==> config.mk <==
export PLATFORM = sky130hd
export DESIGN_NAME = fir_decim_buffer
export DESIGN_NICKNAME = d
export VERILOG_FILES = /design/src/rtl/fir_pkg.sv /design/src/rtl/fir_sync_fifo.sv /design/src/rtl/fir_decim_buffer.sv
export SDC_FILE = /design/constraint.sdc
export NUM_CORES = 1
export LEC_CHECK = 0
export ABC_AREA = 1
export BUFFER_PORTS_ARGS = -buffer_cell sky130_fd_sc_hd__buf_2
export CORE_ASPECT_RATIO = 1.5
export CORE_UTILIZATION = 40
export DETAILED_ROUTE_END_ITERATION = 10
export GPL_TIMING_DRIVEN = 0
export PLACE_DENSITY_LB_ADDON = 0.15
export SLEW_MARGIN = 20
export SYNTH_ARGS = -nofsm -noshare
export SYNTH_HDL_FRONTEND = slang
export SYNTH_SLANG_ARGS = --single-unit
==> constraint.sdc <==
create_clock -name clk -period 4 [get_ports clk]
set_input_delay 0.8 -clock clk [delete_from_list [all_inputs] [get_ports clk]]
set_output_delay 0.8 -clock clk [all_outputs]
set_load 0.02 [all_outputs]
==> src/rtl/fir_pkg.sv <==
// Shared constants and sample type for the fir_filter chain and its downstream
// stages.
package fir_pkg;

  localparam int SAMPLE_W  = 16;
  localparam int DECIM_DEF = 4;
  localparam int DEPTH_DEF = 8;

  typedef logic [SAMPLE_W-1:0] sample_t;

endpackage

==> src/rtl/fir_sync_fifo.sv <==
// Single-clock FIFO with a registered first-word-fall-through head.
// The occupancy count tells full apart from empty.
module fir_sync_fifo
  import fir_pkg::*;
#(
  parameter int DATA_W = SAMPLE_W,
  parameter int DEPTH  = DEPTH_DEF,
  localparam int AW    = $clog2(DEPTH),
  localparam int LW    = AW + 1
) (
  input  logic              clk,
  input  logic              reset,
  input  logic              clear_i,
  input  logic              push_i,
  input  logic [DATA_W-1:0] wr_data_i,
  input  logic              ready_i,
  output logic              pop_o,
  output logic              full_o,
  output logic              empty_o,
  output logic [LW-1:0]     level_o,
  output logic [DATA_W-1:0] head_o
);

  logic [DATA_W-1:0] mem_q [DEPTH];
  logic [AW-1:0]     wr_ptr_q, wr_ptr_d, rd_ptr_q, rd_ptr_d;
  logic [LW-1:0]     level_q, level_d;
  logic              valid_q, valid_d;
  logic [DATA_W-1:0] head_q, head_d;
  logic              pop_s;

  // Next-state pointers, occupancy and the head value to present next cycle.
  always_comb begin
    pop_s    = valid_q & ready_i;
    rd_ptr_d = pop_s  ? rd_ptr_q + AW'(1) : rd_ptr_q;
    wr_ptr_d = push_i ? wr_ptr_q + AW'(1) : wr_ptr_q;
    case ({push_i, pop_s})
      2'b10:   level_d = level_q + LW'(1);
      2'b01:   level_d = level_q - LW'(1);
      default: level_d = level_q;
    endcase
    valid_d = (level_d != LW'(0));
    // The new head may be the word being written right now.
    if (level_d == LW'(0)) begin
      head_d = head_q;
    end else if (push_i && (rd_ptr_d == wr_ptr_q)) begin
      head_d = wr_data_i;
    end else begin
      head_d = mem_q[rd_ptr_d];
    end
  end

  // Pointer, occupancy and head registers; clear keeps the last head word.
  always_ff @(posedge clk) begin
    if (reset) begin
      wr_ptr_q <= '0;
      rd_ptr_q <= '0;
      level_q  <= '0;
      valid_q  <= 1'b0;
      head_q   <= '0;
    end else if (clear_i) begin
      wr_ptr_q <= '0;
      rd_ptr_q <= '0;
      level_q  <= '0;
      valid_q  <= 1'b0;
    end else begin
      wr_ptr_q <= wr_ptr_d;
      rd_ptr_q <= rd_ptr_d;
      level_q  <= level_d;
      valid_q  <= valid_d;
      head_q   <= head_d;
    end
  end

  // Storage array, written only when the caller has accepted the push.
  always_ff @(posedge clk) begin
    if (push_i) begin
      mem_q[wr_ptr_q] <= wr_data_i;
    end
  end

  assign pop_o   = pop_s;
  assign full_o  = (level_q == LW'(DEPTH));
  assign empty_o = ~valid_q;
  assign level_o = level_q;
  assign head_o  = head_q;

endmodule

==> src/rtl/fir_decim_buffer.sv <==
// Keeps every DECIM-th valid sample from fir_filter and buffers it for a
// valid/ready consumer. Define FIR_DECIM_DROP_CNT_EN to add the drop_cnt output.
module fir_decim_buffer
  import fir_pkg::*;
#(
  parameter int DATA_W = SAMPLE_W,
  parameter int DECIM  = DECIM_DEF,
  parameter int DEPTH  = DEPTH_DEF,
  localparam int LW    = $clog2(DEPTH) + 1,
  localparam int PW    = (DECIM > 1) ? $clog2(DECIM) : 1
) (
  input  logic              clk,
  input  logic              reset,
  input  logic              flush,
  input  logic              in_valid,
  input  logic [DATA_W-1:0] in_data,
  output logic              out_valid,
  input  logic              out_ready,
  output logic [DATA_W-1:0] out_data,
  output logic [LW-1:0]     level,
  output logic              overflow
`ifdef FIR_DECIM_DROP_CNT_EN
  ,
  output logic [15:0]       drop_cnt
`endif
);

  logic [PW-1:0] phase_q, phase_d;
  logic          overflow_q;
  logic          keep_s, push_s, drop_s, pop_s, full_s, empty_s;

  // Keep/drop decision; a full FIFO still accepts when the head leaves this cycle.
  always_comb begin
    keep_s = in_valid & ~flush & (phase_q == PW'(0));
    push_s = keep_s & (~full_s | pop_s);
    drop_s = keep_s & ~push_s;
    if (flush) begin
      phase_d = '0;
    end else if (in_valid) begin
      phase_d = (phase_q == PW'(DECIM - 1)) ? PW'(0) : phase_q + PW'(1);
    end else begin
      phase_d = phase_q;
    end
  end

  // Decimation phase and sticky overflow; flush never clears the flag.
  always_ff @(posedge clk) begin
    if (reset) begin
      phase_q    <= '0;
      overflow_q <= 1'b0;
    end else begin
      phase_q    <= phase_d;
      overflow_q <= overflow_q | drop_s;
    end
  end

`ifdef FIR_DECIM_DROP_CNT_EN
  logic [15:0] drop_cnt_q;

  // Saturating count of dropped kept samples.
  always_ff @(posedge clk) begin
    if (reset) begin
      drop_cnt_q <= 16'h0000;
    end else if (drop_s && (drop_cnt_q != 16'hFFFF)) begin
      drop_cnt_q <= drop_cnt_q + 16'h0001;
    end else begin
      drop_cnt_q <= drop_cnt_q;
    end
  end

  assign drop_cnt = drop_cnt_q;
`endif

  fir_sync_fifo #(
    .DATA_W (DATA_W),
    .DEPTH  (DEPTH)
  ) u_fifo (
    .clk       (clk),
    .reset     (reset),
    .clear_i   (flush),
    .push_i    (push_s),
    .wr_data_i (in_data),
    .ready_i   (out_ready),
    .pop_o     (pop_s),
    .full_o    (full_s),
    .empty_o   (empty_s),
    .level_o   (level),
    .head_o    (out_data)
  );

  assign out_valid = ~empty_s;
  assign overflow  = overflow_q;

endmodule

; ---- Word-level counts from Yosys, hierarchy flattened
; Memories as Yosys holds them, arrays and structs flattened. A register that Yosys moved wholly into a read port is not among the register bits.
; Index checks and enable logic that the tools add are counted.
; Widths: inputs -> output; s select.
[totals]
register_bits = 14
ramBits = 128
input_bits = 21
elab_cells = 37
mem_count = 1
[mem_list]
columns = memory, depth, word_bits, read_ports, rd_ports_with_merged_regs, wr, line_no
row1 = u_fifo.mem_q, 8, 16, 1, 1, 1, fir_sync_fifo.sv:24  ; logic [DATA_W-1:0] mem_q [DEPTH];
[classes]
add_sub_neg = 5
eq_ne = 4
muxes = 5
n_bitwise = 11
reduce_logical = 5
[op_table]
columns = op, count
row1 = $pmux 4 s2, 1
row2 = $add 3x1->3 const B, 2
row3 = $and 1x1->1, 5
row4 = $add 4x1->4 const B, 1
row5 = $eq 2x2->1 const B, 2
row6 = $eq 4x4->1 const B, 1
row7 = $logic_not 4->1, 1
row8 = $not 1->1, 4
row9 = $reduce_bool 4->1, 1
row10 = $sub 4x1->4 const B, 1
row11 = $mux 3, 1
row12 = $add 2x1->2 const B, 1
row13 = $eq 2x1->1 const B, 1
row14 = $logic_not 2->1, 1
row15 = $mux 1, 2
row16 = $mux 2, 1
row17 = $or 1x1->1, 2
row18 = $reduce_and 2->1, 1
row19 = $reduce_or 2->1, 1

; ---- Longest topological paths before layout
; Gate-level depths: netlist of the first run.
[depth]
ltp_word = 9
mapped_depth = 18
mapped_depth_nobuf = 17

; ---- Hierarchy
; A second synthesis of the first run with hierarchy kept.
[unflattened]
cells_unflattened = 694
area_unflattened_um2 = 6872.8
[by_module_without_submodules]
columns = module, instances, cells_per_inst, area_each_um2, seq_area_each_um2
row1 = fir_sync_fifo, 1, 670, 6703.9, 4384.2
row2 = fir_decim_buffer, 1, 24, 168.9, 60.1

; ---- Worst setup path after synthesis of the first run
; No wires, ideal clock.
[synth_timing]
path_type = input to register
from = in out_ready
to = mem u_fifo.mem_q[3][0] (netlist name) (enable)
setup_time_ps = 409
arrival_ps = 2597
t_required_ps = 3591
slack_ps = 994
cell_stages = 8
n_path_buf = 0
path_cell_list = nand2_2 > clkinv_2 > nor2_1 > nor2_1 > inv_1 > nor2_1 > inv_1 > nor3_1
[synth_via]
elab_chain_cells = 5
[synth_rtl]
columns = item, line_no
row1 = from (decl), fir_decim_buffer.sv:18  ; input logic out_ready,
row2 = $and 1x1->1, fir_sync_fifo.sv:33  ; pop_s = valid_q & ready_i;
row3 = $or 1x1->1, fir_decim_buffer.sv:35  ; push_s = keep_s & (~full_s | pop_s);
row4 = $and 1x1->1, fir_decim_buffer.sv:35
row5 = $mux 1, fir_sync_fifo.sv:76  ; if (push_i) begin
row6 = $mux 1 (implied by the code), fir_sync_fifo.sv:77  ; mem_q[wr_ptr_q] <= wr_data_i;
row7 = to (decl), fir_sync_fifo.sv:24
; Every way passes these cells.

; ---- Worst setup path in the final report of the first run
[layout_timing]
from = in out_ready
to = reg u_fifo.head_q[8] (netlist: u_fifo.head_o[8]), read port of u_fifo.mem_q
[layout_via]
elab_chain_cells = 8
[layout_rtl]
columns = item, line_no
row1 = $and 1x1->1 (*), fir_sync_fifo.sv:33
row2 = $or 1x1->1, fir_decim_buffer.sv:35
row3 = $and 1x1->1, fir_decim_buffer.sv:35
row4 = $eq 2x1->1 / $eq 2x2->1 (equally long branches), fir_sync_fifo.sv:36  ; case ({push_i, pop_s})
row5 = $pmux 4 s2, fir_sync_fifo.sv:36
row6 = $logic_not 4->1, fir_sync_fifo.sv:43  ; if (level_d == LW'(0)) begin
row7 = $not 1->1 (no source line), -
row8 = $reduce_and 2->1 (no source line), -
row9 = to (decl), fir_sync_fifo.sv:28  ; logic [DATA_W-1:0] head_q, head_d;
; Mark *: on every way between the ends. The rest lies on a longest branch, timed or not.
; A chain may end at the register's enable or synchronous reset.

==> run metrics, run 1 <==
outcome=finished, final reports clean; final setup vio count=0; initial antenna violation count=1; combinational family with the most area after synthesis=simple AND/OR/NAND/NOR gates; I/O pin total=43; Die Y=162 µm; worst setup path class=primary input to flop; flops & latches, synth=between 150 and 200; total gr overflow=0; share of cells above drive strength 1=a little under a fifth; dpl cells=911; Max Clk Rate=between 300 and 400 MHz; reg-to-reg startpoint=phase_q[0]$_SDFFE_PP0P_; Largest stage delay, worst path=0.32 ns; input/output buffers=42; CTS H-Tree Depth=4; Clk Latency, worst-skew pair=0.42 ns; Starting Density=40.7%; DR vias=4904; first-pass GRT wire length=~27 mm; core footprint=16700 µm²; hold path start=overflow$_SDFF_PP0_; setup TNS=0 ns; CP bufs+invs=5; Die ar.=~18000 µm²; CP required=about 4.3 ns; min Tclk post-route=roughly 2.6 ns; Nets=around 750; Die Wd=108 µm; clk sink count=around 160; Cell Pwr Density=475 nW/µm²; Startpoint Class=primary input; Post-Layout Cell Count=944; P&R area growth vs syn=17.9%; r2r setup slk=roughly 1.5 ns; post-synth top area share=56.5%; WHS=approximately 0.47 ns; XOR/XNOR share of the synthesized area=0.129%; HPWL after detailed placement=around 12 mm; clock buffer count from CTS=17; Crit Path Max Fanout=10; Setup crit start=out_ready; Slew Limit Fails=0; CTS resizes=0; drt via density=5.19; postcts setup bufs=0; Worst path top cell family by delay=simple AND/OR/NAND/NOR gates; Synth Area in Simple Gates=16.7%; adder-cell share of the synthesized area=1.40%; # rows=slightly below 60; Post-Synthesis Cells=650; Ys Warns=0; total track usage=approximately a fifth; initial detailed-routing violation count=319; Util after Layout=between 40% and 50%; element type at the critical path end=flop; Clk Tree Root Cell=clkbuf_16; final worst path period share=64.2%; cts hold-fix bufs=0; sequential element share of the synthesized area=65.4%; Lkg Pwr=3.23 nW; post-synthesis compound-gate area fraction=9.48%; CP Cell Sequence=buf_2 > nand2_2 > clkinv_2 > nand2_4 > inv_1 > ha_1 > nand3_1 > nand3_1 > inv_1 > nand3_1 > nand2_1 > a21oi_2 > nand2_2 > nand2_2 > buf_2 > nand2_1 > nand2_1 > nor2_2; Worst Skew=slightly below 0.008 ns; routed wire length=17.3 mm; Rel. slew slack=52.4%; first-pass detailed-route iteration total=5; cell taking the most area after synthesis=edfxtp_1; Worst Hold Class=flop to flop; count of cell types in the netlist=30; RSZ-0062 raised after global routing=false; Avg Synthesized Cell Area=approximately 10 µm²; DRC=0; post-synthesis mux area share=0%; Clock Path Buffers=2; register clock-pin slew on the reported worst setup and hold paths=about 0.06 ns; max-cap violation count=0; measured slew at the worst slew-check pin=0.713 ns; crit path DAT=2.89 ns; main area contributors after synthesis=edfxtp_1 57%, dfxtp_1 8.8%, nand2_1 5.7%; Post-Syn Nets=678; largest net degree at the start of global routing=17; endpoints failing hold=0; Post-Syn Area=6800 µm²; WL/cell=18.4 µm; final antenna-violating net count=0; Final GP Congestion=0.808; CTS tree=built; Max VDD drop=0.199 mV; slowest stage cell on the critical path=ha_1; vias in the first global route=4895
-- metrics by stage --
step,setup slack [ns],power [mW],instance area [µm²]
after floorplan,0.994,2.11,6800
after global placement,-0.499,2.24,7270
after detailed placement,0.995,2.25,7420
after CTS,1.43,3.83,8010
after global routing,1.20,3.94,8010
final,1.43,3.80,8010
-- logic make-up (layout without fill, tap and decap cells) --
kind of cell / after synthesis / in the layout
flops: 158 / 158
compound gates: 120 / 120
fa+ha+maj: 7 / 7
other cells: 0 / 1
simple gates: 254 / 254
xor+xnor: 1 / 1
buf+inv: 110 / 193
-- where the power goes --
| group | leakage, nW | internal (mW) | switching, mW | total [mW] |
|---|---|---|---|---|
| Sequential | 1.40 | 1.81 | 0.0182 | 1.83 |
| Combinational | 1.53 | 0.117 | 0.259 | 0.375 |
| Clock | 0.298 | 0.957 | 0.639 | 1.60 |
-- sequential cells by signal, summed over array words and instances, names as in the netlist --
name             flops
u_fifo.wr_ptr_q      3
u_fifo.level_o       4
u_fifo.head_o       16
u_fifo.valid_q       1
phase_q              2
overflow             1
u_fifo.rd_ptr_q      3
u_fifo.mem_q       128
-- path summary, 6_finish.rpt --
check	cells past startpoint	to
setup / recovery	18	u_fifo.head_o[8]$_SDFFE_PP0P_
hold / removal	2	overflow$_SDFF_PP0_
setup reg to reg	18	u_fifo.head_o[8]$_SDFFE_PP0P_
hold reg to reg	2	overflow$_SDFF_PP0_
-- placed cells by master, fill, tap and decap left out, types with 3 or more instances in the layout --
cell type  count
buf_2         50
nand3_2        3
nor2_1        47
nand3_1       60
buf_4          3
o211ai_1      14
ha_1           6
inv_1         76
dfxtp_1       30
a21oi_1       32
inv_4          3
nand2_1      103
edfxtp_1     128
clkbuf_16     20
nand2_2        7
clkbuf_1      16
o21ai_0       70
clkinv_2       3
nor2_2        25
buf_6          7
buf_8          4
-- Yosys cell counts --
cell	instances
nand3_1	60
buf_6	2
a211oi_1	2
o21ai_0	70
a21oi_2	1
nor3_1	4
edfxtp_1	128
buf_2	8
fa_1	1
inv_2	2
dfxtp_1	30
nand2_2	7
nand2_4	1
o21ai_1	1
nand3b_1	2
nand3_2	3
xor2_1	1
nor3b_1	1
a21oi_1	32
o211ai_1	14
nand2_1	103
ha_1	6
buf_12	1
clkinv_1	2
clkinv_2	2
nor2_2	20
nor2_1	53
inv_1	76
buf_4	3
clkbuf_1	14
-- layer usage --
layer	global-route usage (%)	wire length, µm
met1	24.8	6800
met2	36.1	8750
met3	4.29	923
met4	11.9	852
met5	0	0
-- worst reg2reg max path: cells and delay by family, from the launching register on --
family | cells | cell delay (ns)
flops | 1 | 0.33
buf+inv | 4 | 0.43
compound gates | 1 | 0.19
fa+ha+maj | 2 | 0.50
simple gates | 11 | 0.97
-- layout make-up --
class,count,area (µm²)
fill,1543,8680
sequential,158,4440
multi-input combinational,382,1920
clock buffer,26,551
timing repair buffer,51,327
inverter,82,310
tap,210,263
buffer,28,158
clock inverter,6,41.3
antenna,1,2.50
(Power assumes the default switching activity.)
==> run 2, diff against run 1 <==
--- a/config.mk
+++ b/config.mk
@@ -5,7 +5,7 @@
 export SDC_FILE = /design/constraint.sdc
 export NUM_CORES = 1
 export LEC_CHECK = 0
-export ABC_AREA = 1
+export ABC_AREA = 0
 export BUFFER_PORTS_ARGS = -buffer_cell sky130_fd_sc_hd__buf_2
 export CORE_ASPECT_RATIO = 1.5
 export CORE_UTILIZATION = 40
==> constraint.sdc (replaced) <==
create_clock -name clk -period 2.5 [get_ports clk]
set_input_delay 0.5 -clock clk [delete_from_list [all_inputs] [get_ports clk]]
set_output_delay 0.5 -clock clk [all_outputs]
set_load 0.02 [all_outputs]
==> run 2 against run 1 <==
Net effect:
- the flow now finishes with violations (negative setup slack)
- first-iteration DRC count decreased by 12%
- largest power group unchanged
- final cell count decreased by 20%
- setup slack got worse by 1.6 ns
- combinational power increased by 33%
- cell area increased by 3.1%
- critical endpoint is now u_fifo.head_o[7]$_SDFFE_PP0P_
- wire length decreased by 4.9%
- clock power increased by 57%
- register-to-register slack got worse by 1.6 ns
- synthesized cell count decreased by 31%
==> run metrics, run 2 <==
outcome=finished with violations; failing checks=negative setup slack; Worst Reg-to-Reg Cells=12 (-6); Synth Area in Simple Gates=8.45% (-8.3 points); commonest cells after routing, fill and taps aside=128 x edfxtp_1, 48 x buf_2, 46 x and3_1, 46 x a211oi_1, 27 x dfxtp_1; CP required=2.81 ns (-1.51 ns); met2 GRT Util=34.8% (-1.3 points); Post-synth EDFFs=128 (unchanged); Die ar.=17400 µm² (-0.69%); drt via density=5.55 (+6.7%); gr busiest metal=met2; cell with the most instances after synthesis=edfxtp_1; GR Util met1=25.0% (+0.18 points); Ys Warns=0 (unchanged); max-cap violation count=0 (unchanged); Clk Latency, worst-skew pair=0.42 ns (about the same); initial detailed-routing violation count=281 (-12%); CP bufs+invs=3 (-2); Primary FF master, synth=edfxtp_1; CP Cell Sequence=inv_2 > ha_4 > nand3b_1 > nand2_2 > buf_4 > fa_1 > nand2_1 > nor2_1 > a311o_1 > a32o_2 > buf_12 > a22o_1; Worst path top cell family by delay=compound AO/OA/AOI/OAI gates; Synth top cells by count=128 x edfxtp_1, 46 x a211oi_1, 46 x and3_1; element type at the critical path end=flop; largest net degree at the start of global routing=17 (unchanged); Rel. slew slack=47.4% (-5.0 points); core footprint=16300 µm² (-2.2%); main area contributors after synthesis=edfxtp_1 57%, dfxtp_1 8.9%, a211oi_1 5.1%; fillers=1389 (-10%); Nets=563 (-25%); Max VDD drop=0.401 mV (+100%); final instance area=8260 µm² (+3.1%); max reg flops=128 (unchanged); ys async rst share=0% (unchanged); Clock Path Buffers=2 (unchanged); post-synth top area share=56.9% (+0.40 points); Largest Register=u_fifo.mem_q; # rows=57 (-1.7%); Clk Tree Root Cell=clkbuf_16; DP Area=7430 µm² (+0.19%); DRC=0 (unchanged); Slew Limit Fails=0 (unchanged); Avg Synthesized Cell Area=15.1 µm² (+44%); Hold Path Depth=2 (unchanged); Max Clk Rate=about 380 MHz; crit path DAT=2.94 ns (+0.05 ns); commonest non-fill, non-tap cell in the layout=edfxtp_1; FF+latch area=4450 µm² (about the same); Post-Layout Cell Count=754 (-20%); final antenna-violating net count=0 (unchanged); register clock-pin slew on the reported worst setup and hold paths=0.06 ns (about the same); post-synthesis mux area share=6.88% (+6.9 points); cts hold-fix bufs=0 (unchanged); DR vias=4181 (-15%); Startpoint Class=flop; n_diodes=0 (-1); slowest stage cell on the critical path=fa_1; Starting Density=41.3% (+0.60 points); worst setup path class=flop to flop; combinational family with the most area after synthesis=compound AO/OA/AOI/OAI gates; flops & latches, synth=158 (unchanged); share of cells above drive strength 1=31.9% (+13 points); sequential element share of the synthesized area=65.8% (+0.46 points); first-pass GRT wire length=25.2 mm (-5.9%); initial antenna violation count=0 (-1); count of cell types in the netlist=57 (+90%); min Tclk post-route=2.63 ns; Post-Synthesis Cells=447 (-31%); Final GP Congestion=0.780 (-3.4%); Worst Skew=0.00783 ns (+0.000132 ns); Die Wd=108 µm (-0.35%); area occupied by multi-input gates=2210 µm² (+15%); measured slew at the worst slew-check pin=0.785 ns (+0.0718 ns); Post-Syn Nets=475 (-30%); routed wire length=16.5 mm (-4.9%); Die Y=161 µm (-0.35%); Largest stage delay, worst path=0.44 ns (+0.12 ns); Crit Path Max Fanout=10 (unchanged); dpl cells=704 (-23%); post-synthesis compound-gate area fraction=11.8% (+2.3 points); Cell Pwr Density=716 nW/µm² (+51%); I/O pin total=43 (unchanged); setup TNS=-1.69 ns (-1.69 ns); clock buffer count from CTS=17 (unchanged); vias in the first global route=4315 (-12%); total track usage=20.5% (-0.80 points); CP Depth=12 (-6); cell taking the most area after synthesis=edfxtp_1; input/output buffers=41 (-2.4%); CTS H-Tree Depth=4 (unchanged); RSZ-0062 raised after global routing=true; Post-Syn Area=6750 µm² (-0.70%); total gr overflow=0 (unchanged); CTS tree=built; P&R area growth vs syn=22.3%; met3 usage=3.87% (-0.42 points); final setup vio count=16 (+16); clk sink count=158 (unchanged); endpoints failing hold=0 (unchanged); HPWL after detailed placement=11.1 mm (-7.7%); Worst Hold Class=primary input to flop; final worst path period share=105%; adder-cell share of the synthesized area=1.41% (+0.0098 points); Lkg Pwr=3.01 nW (-6.7%); WL/cell=21.8 µm (+19%); XOR/XNOR share of the synthesized area=2.15% (+2.0 points); Final WS setup=-0.128 ns (-1.56 ns); first-pass detailed-route iteration total=5 (unchanged)
==> run 2: cells by family after synthesis <==
logic type | after synthesis
DFF | 158
and+or+nand+nor | 97
AOI/OAI and AO/OA | 96
buffers and inverters | 39
muxes | 39
xor gates and xnor gates | 11
adders and majority gates | 7
==> run 2: metrics by stage <==
stage               hold WS (ns)  utilization, %  power, mW  setup slack [ns]
global route               0.289            50.6       6.12            -0.220
floorplan                  0.487               -       3.25           -0.0421
global placement           0.453            44.4       3.40             -1.21
detailed placement         0.456            45.5       3.42            -0.489
CTS                        0.288            50.4       5.95            -0.142
finish                     0.297            50.6       5.91            -0.128
==> run 2: layout make-up <==
type,instances,share of cell area [%]
Multi-Input combinational cell,250,26.8
Tap cell,206,3.12
Sequential cell,158,53.8
Clock inverter,9,1.38
Timing Repair Buffer,69,6.20
Clock buffer,23,5.54
Inverter,7,0.348
Buffer,32,2.77
==> run 2: worst register-to-register path, cell delays in order, from the launching register on <==
cell	delay (ns)
dfxtp_2	0.34
inv_2	0.05
ha_4	0.15
nand3b_1	0.12
nand2_2	0.10
buf_4	0.15
fa_1	0.44
nand2_1	0.09
nor2_1	0.04
a311o_1	0.33
a32o_2	0.32
buf_12	0.16
a22o_1	0.23
==> run 2: per-layer routing <==
metal	share of wire [%]	wire length, µm	up-vias
met3	4.1	676	26
li1	-	-	1948
met5	0	0	-
met2	52	8570	115
met1	41	6780	2092
met4	2.7	440	0
==> run 2: report_power, final <==
group | internal, mW | switching (mW)
clock network | 1.50 | 1.01
logic | 0.218 | 0.278
registers | 2.89 | 0.0219
total | 4.61 | 1.31
==> run 2: worst paths after layout <==
| check | start | endpoint | slack (ns) |
|---|---|---|---|
| max reg2reg | phase_q[1]$_SDFFE_PP0P_ | u_fifo.head_o[7]$_SDFFE_PP0P_ | -0.13 |
| min reg2reg | overflow$_SDFF_PP0_ | overflow$_SDFF_PP0_ | 0.47 |
| max | phase_q[1]$_SDFFE_PP0P_ | u_fifo.head_o[7]$_SDFFE_PP0P_ | -0.13 |
| min | reset | overflow$_SDFF_PP0_ | 0.30 |
==> run 2: timing repair <==
action / in CTS / in global routing
buffers inserted: 14 / 3
setup endpoints to repair: 59 / 17
endpoints found under the hold margin: 0 / 0
pin swaps: 25 / 5
gates resized for setup: 23 / 5
gates cloned: 1 / 0
==> run 3, diff against run 2 <==
==> constraint.sdc (replaced) <==
create_clock -name clk -period 2.5 [get_ports clk]
set_input_delay 0.125 -clock clk [delete_from_list [all_inputs] [get_ports clk]]
set_output_delay 0.125 -clock clk [all_outputs]
set_load 0.02 [all_outputs]
==> run 3 against run 2 <==
Net effect:
- the run still ends with negative setup slack left
- setup slack lost 0.036 ns
- utilization increased by 0.22 points
- power fell by 2.1%
- worst hold slack worse by 0.30 ns
- global-route usage increased by 0.57 points
- sequential power about the same
- non-clock buffer count up 11
- critical path depth grew 2
- cell area rose by 0.44%
- largest power group unchanged
==> run metrics, run 3 (same netlist as run 2, synthesis figures left out) <==
routed wire length=17.0 mm (+3.4%); Max Clk Rate=375 MHz (-1.3%); dpl cells=705 (+0.14%); slowest stage cell on the critical path=dfxtp_2; worst setup path class=flop to flop; CP Depth=14 (+2); final worst path period share=107% (+1.4 points); Final GP Congestion=0.774 (-0.82%); r2r setup slk=-0.16 ns (-0.04 ns); final antenna-violating net count=0 (unchanged); share of cells above drive strength 1=31.8% (-0.092 points); Final WS setup=-0.164 ns (-0.0356 ns); initial antenna violation count=0 (unchanged); total gr overflow=0 (unchanged); area occupied by multi-input gates=2210 µm² (about the same); HPWL after detailed placement=11.3 mm (+2.2%); initial detailed-routing violation count=246 (-12%); register clock-pin slew on the reported worst setup and hold paths=0.06 ns (about the same); commonest cells after routing, fill and taps aside=128 x edfxtp_1, 49 x buf_2, 46 x and3_1, 46 x a211oi_1, 27 x dfxtp_1; largest net degree at the start of global routing=17 (unchanged); final setup vio count=16 (unchanged); min Tclk post-route=2.66 ns (+0.0356 ns); clock buffer count from CTS=17 (unchanged); # rows=57 (unchanged); commonest non-fill, non-tap cell in the layout=edfxtp_1; FF+latch area=4450 µm² (about the same); Max VDD drop=0.387 mV (-3.4%); total track usage=21.0% (+0.57 points); pre-CTS setup slack=-0.458 ns (+0.0314 ns); Clk Latency, worst-skew pair=0.42 ns (about the same); reg-to-reg startpoint=phase_q[1]$_SDFFE_PP0P_; DP Area=7400 µm² (-0.44%); Crit Path Max Fanout=5 (-5); DRC=0 (unchanged); Cell Pwr Density=698 nW/µm² (-2.5%); Setup crit start=phase_q[1]$_SDFFE_PP0P_; Worst Skew=0.0122 ns (+0.00442 ns); Die ar.=17400 µm² (unchanged); Clk Tree Root Cell=clkbuf_16; Clock Path Buffers=2 (unchanged); core footprint=16300 µm² (unchanged); Worst Hold Class=primary input to flop; measured slew at the worst slew-check pin=0.732 ns (-0.0521 ns); Post-Layout Cell Count=765 (+1.5%); CTS H-Tree Depth=4 (unchanged); failing checks=negative setup slack; element type at the critical path end=flop; CP required=2.81 ns (about the same); first-pass GRT wire length=26.3 mm (+4.3%); CP Cell Sequence=inv_2 > ha_4 > nand3b_1 > nand2_2 > inv_4 > ha_4 > a21o_1 > a21oi_2 > mux2i_2 > xor2_2 > buf_4 > a32o_2 > clkbuf_16 > a22o_1; Worst Reg-to-Reg Cells=14 (+2); worst setup path endpoint=u_fifo.head_o[2]$_SDFFE_PP0P_; Die Y=161 µm (unchanged); reg2reg end=u_fifo.head_o[2]$_SDFFE_PP0P_; I/O pin total=43 (unchanged); Die Wd=108 µm (unchanged); CTS tree=built; Startpoint Class=flop; max reg flops=128 (unchanged); outcome=finished with violations; Largest Register=u_fifo.mem_q; drt via density=5.56 (+0.24%); first-pass detailed-route iteration total=4 (-1); WL/cell=22.3 µm (+1.9%); most used cell, CP=ha_4; crit path DAT=2.97 ns (+0.03 ns); Rel. slew slack=50.8% (+3.4 points); Starting Density=41.3% (unchanged); fillers=1375 (-1.0%); final instance area=8300 µm² (+0.44%); clk sink count=158 (unchanged); RSZ-0062 raised after global routing=true; max-cap violation count=0 (unchanged); n_diodes=0 (unchanged); vias in the first global route=4493 (+4.1%); input/output buffers=41 (unchanged); Slew Limit Fails=0 (unchanged); Largest stage delay, worst path=0.32 ns (-0.12 ns); CP bufs+invs=4 (+1); Worst path top cell family by delay=compound AO/OA/AOI/OAI gates; P&R area growth vs syn=22.9%; DR vias=4252 (+1.7%); endpoints failing hold=0 (unchanged); Nets=574 (+2.0%); Lkg Pwr=3.05 nW (+1.2%)
## run 3: changes by cell type in the layout (fill, tap and decap cells not counted), moves of 2 or more
cell | before | now
clkinv_2 | 0 | 3
clkinvlp_4 | 6 | 3
buf_4 | 16 | 22
buf_8 | 6 | 4
clkbuf_1 | 16 | 14
clkinv_1 | 0 | 3
dlygate4sd3_1 | 0 | 7
## run 3: layout make-up
class	instances	area share [%]
clock inverters	12	1.16
plain buffers	32	2.62
well taps	206	3.11
flip-flops and latches	158	53.6
multi-input cells	250	26.7
repair buffers	80	7.16
inverters	7	0.347
clock buffers	20	5.26
## run 3: worst min-delay path by stage
stage / start / end / slack (ns) / depth (start not counted)
floorplan: reset / overflow$_SDFF_PP0_ / 0.20 / 1
global placement: reset / overflow$_SDFF_PP0_ / 0.35 / 2
detailed placement: reset / overflow$_SDFF_PP0_ / 0.35 / 2
CTS: in_data[7] / u_fifo.mem_q[6][7]$_DFFE_PP_ / 0.007 / 1
global route: in_data[2] / u_fifo.mem_q[6][2]$_DFFE_PP_ / 0.01 / 1
finish: in_data[7] / u_fifo.mem_q[2][7]$_DFFE_PP_ / 0.0007 / 1
## run 3: power by group
part | total, mW | switching, mW | internal [mW] | leakage [nW]
Sequential | 2.91 | 0.0225 | 2.89 | 1.40
Combinational | 0.514 | 0.286 | 0.228 | 1.39
Clock | 2.37 | 1.01 | 1.36 | 0.253
## run 3: timing repair
action                     CTS  global route
pin swaps                   25             7
hold endpoints to repair    31             0
setup endpoints to repair   64            39
hold buffers                 7             0
cloned                       2             0
gates resized for setup     18             9
buffers inserted            15             4
## run 3: through the flow
step / hold WS, ns / util, % / setup TNS [ns] / total power, mW
after global placement: 0.348 / 44.4 / -96.76 / 3.40
final: 0.000653 / 50.8 / -2.33 / 5.79
after detailed placement: 0.354 / 45.3 / -10.31 / 3.42
after CTS: 0.00676 / 50.5 / -3.52 / 5.81
after global routing: 0.0117 / 50.8 / -4.72 / 5.99
after floorplan: 0.197 / - / 0 / 3.25
## run 3: routing by layer
| metal | track usage (%) | routed length, µm | up-vias |
|---|---|---|---|
| li1 | - | - | 1965 |
| met1 | 25.7 | 6900 | 2140 |
| met2 | 36.7 | 9130 | 124 |
| met3 | 4.04 | 694 | 23 |
| met4 | 7.16 | 303 | 0 |
| met5 | 0 | 0 | - |
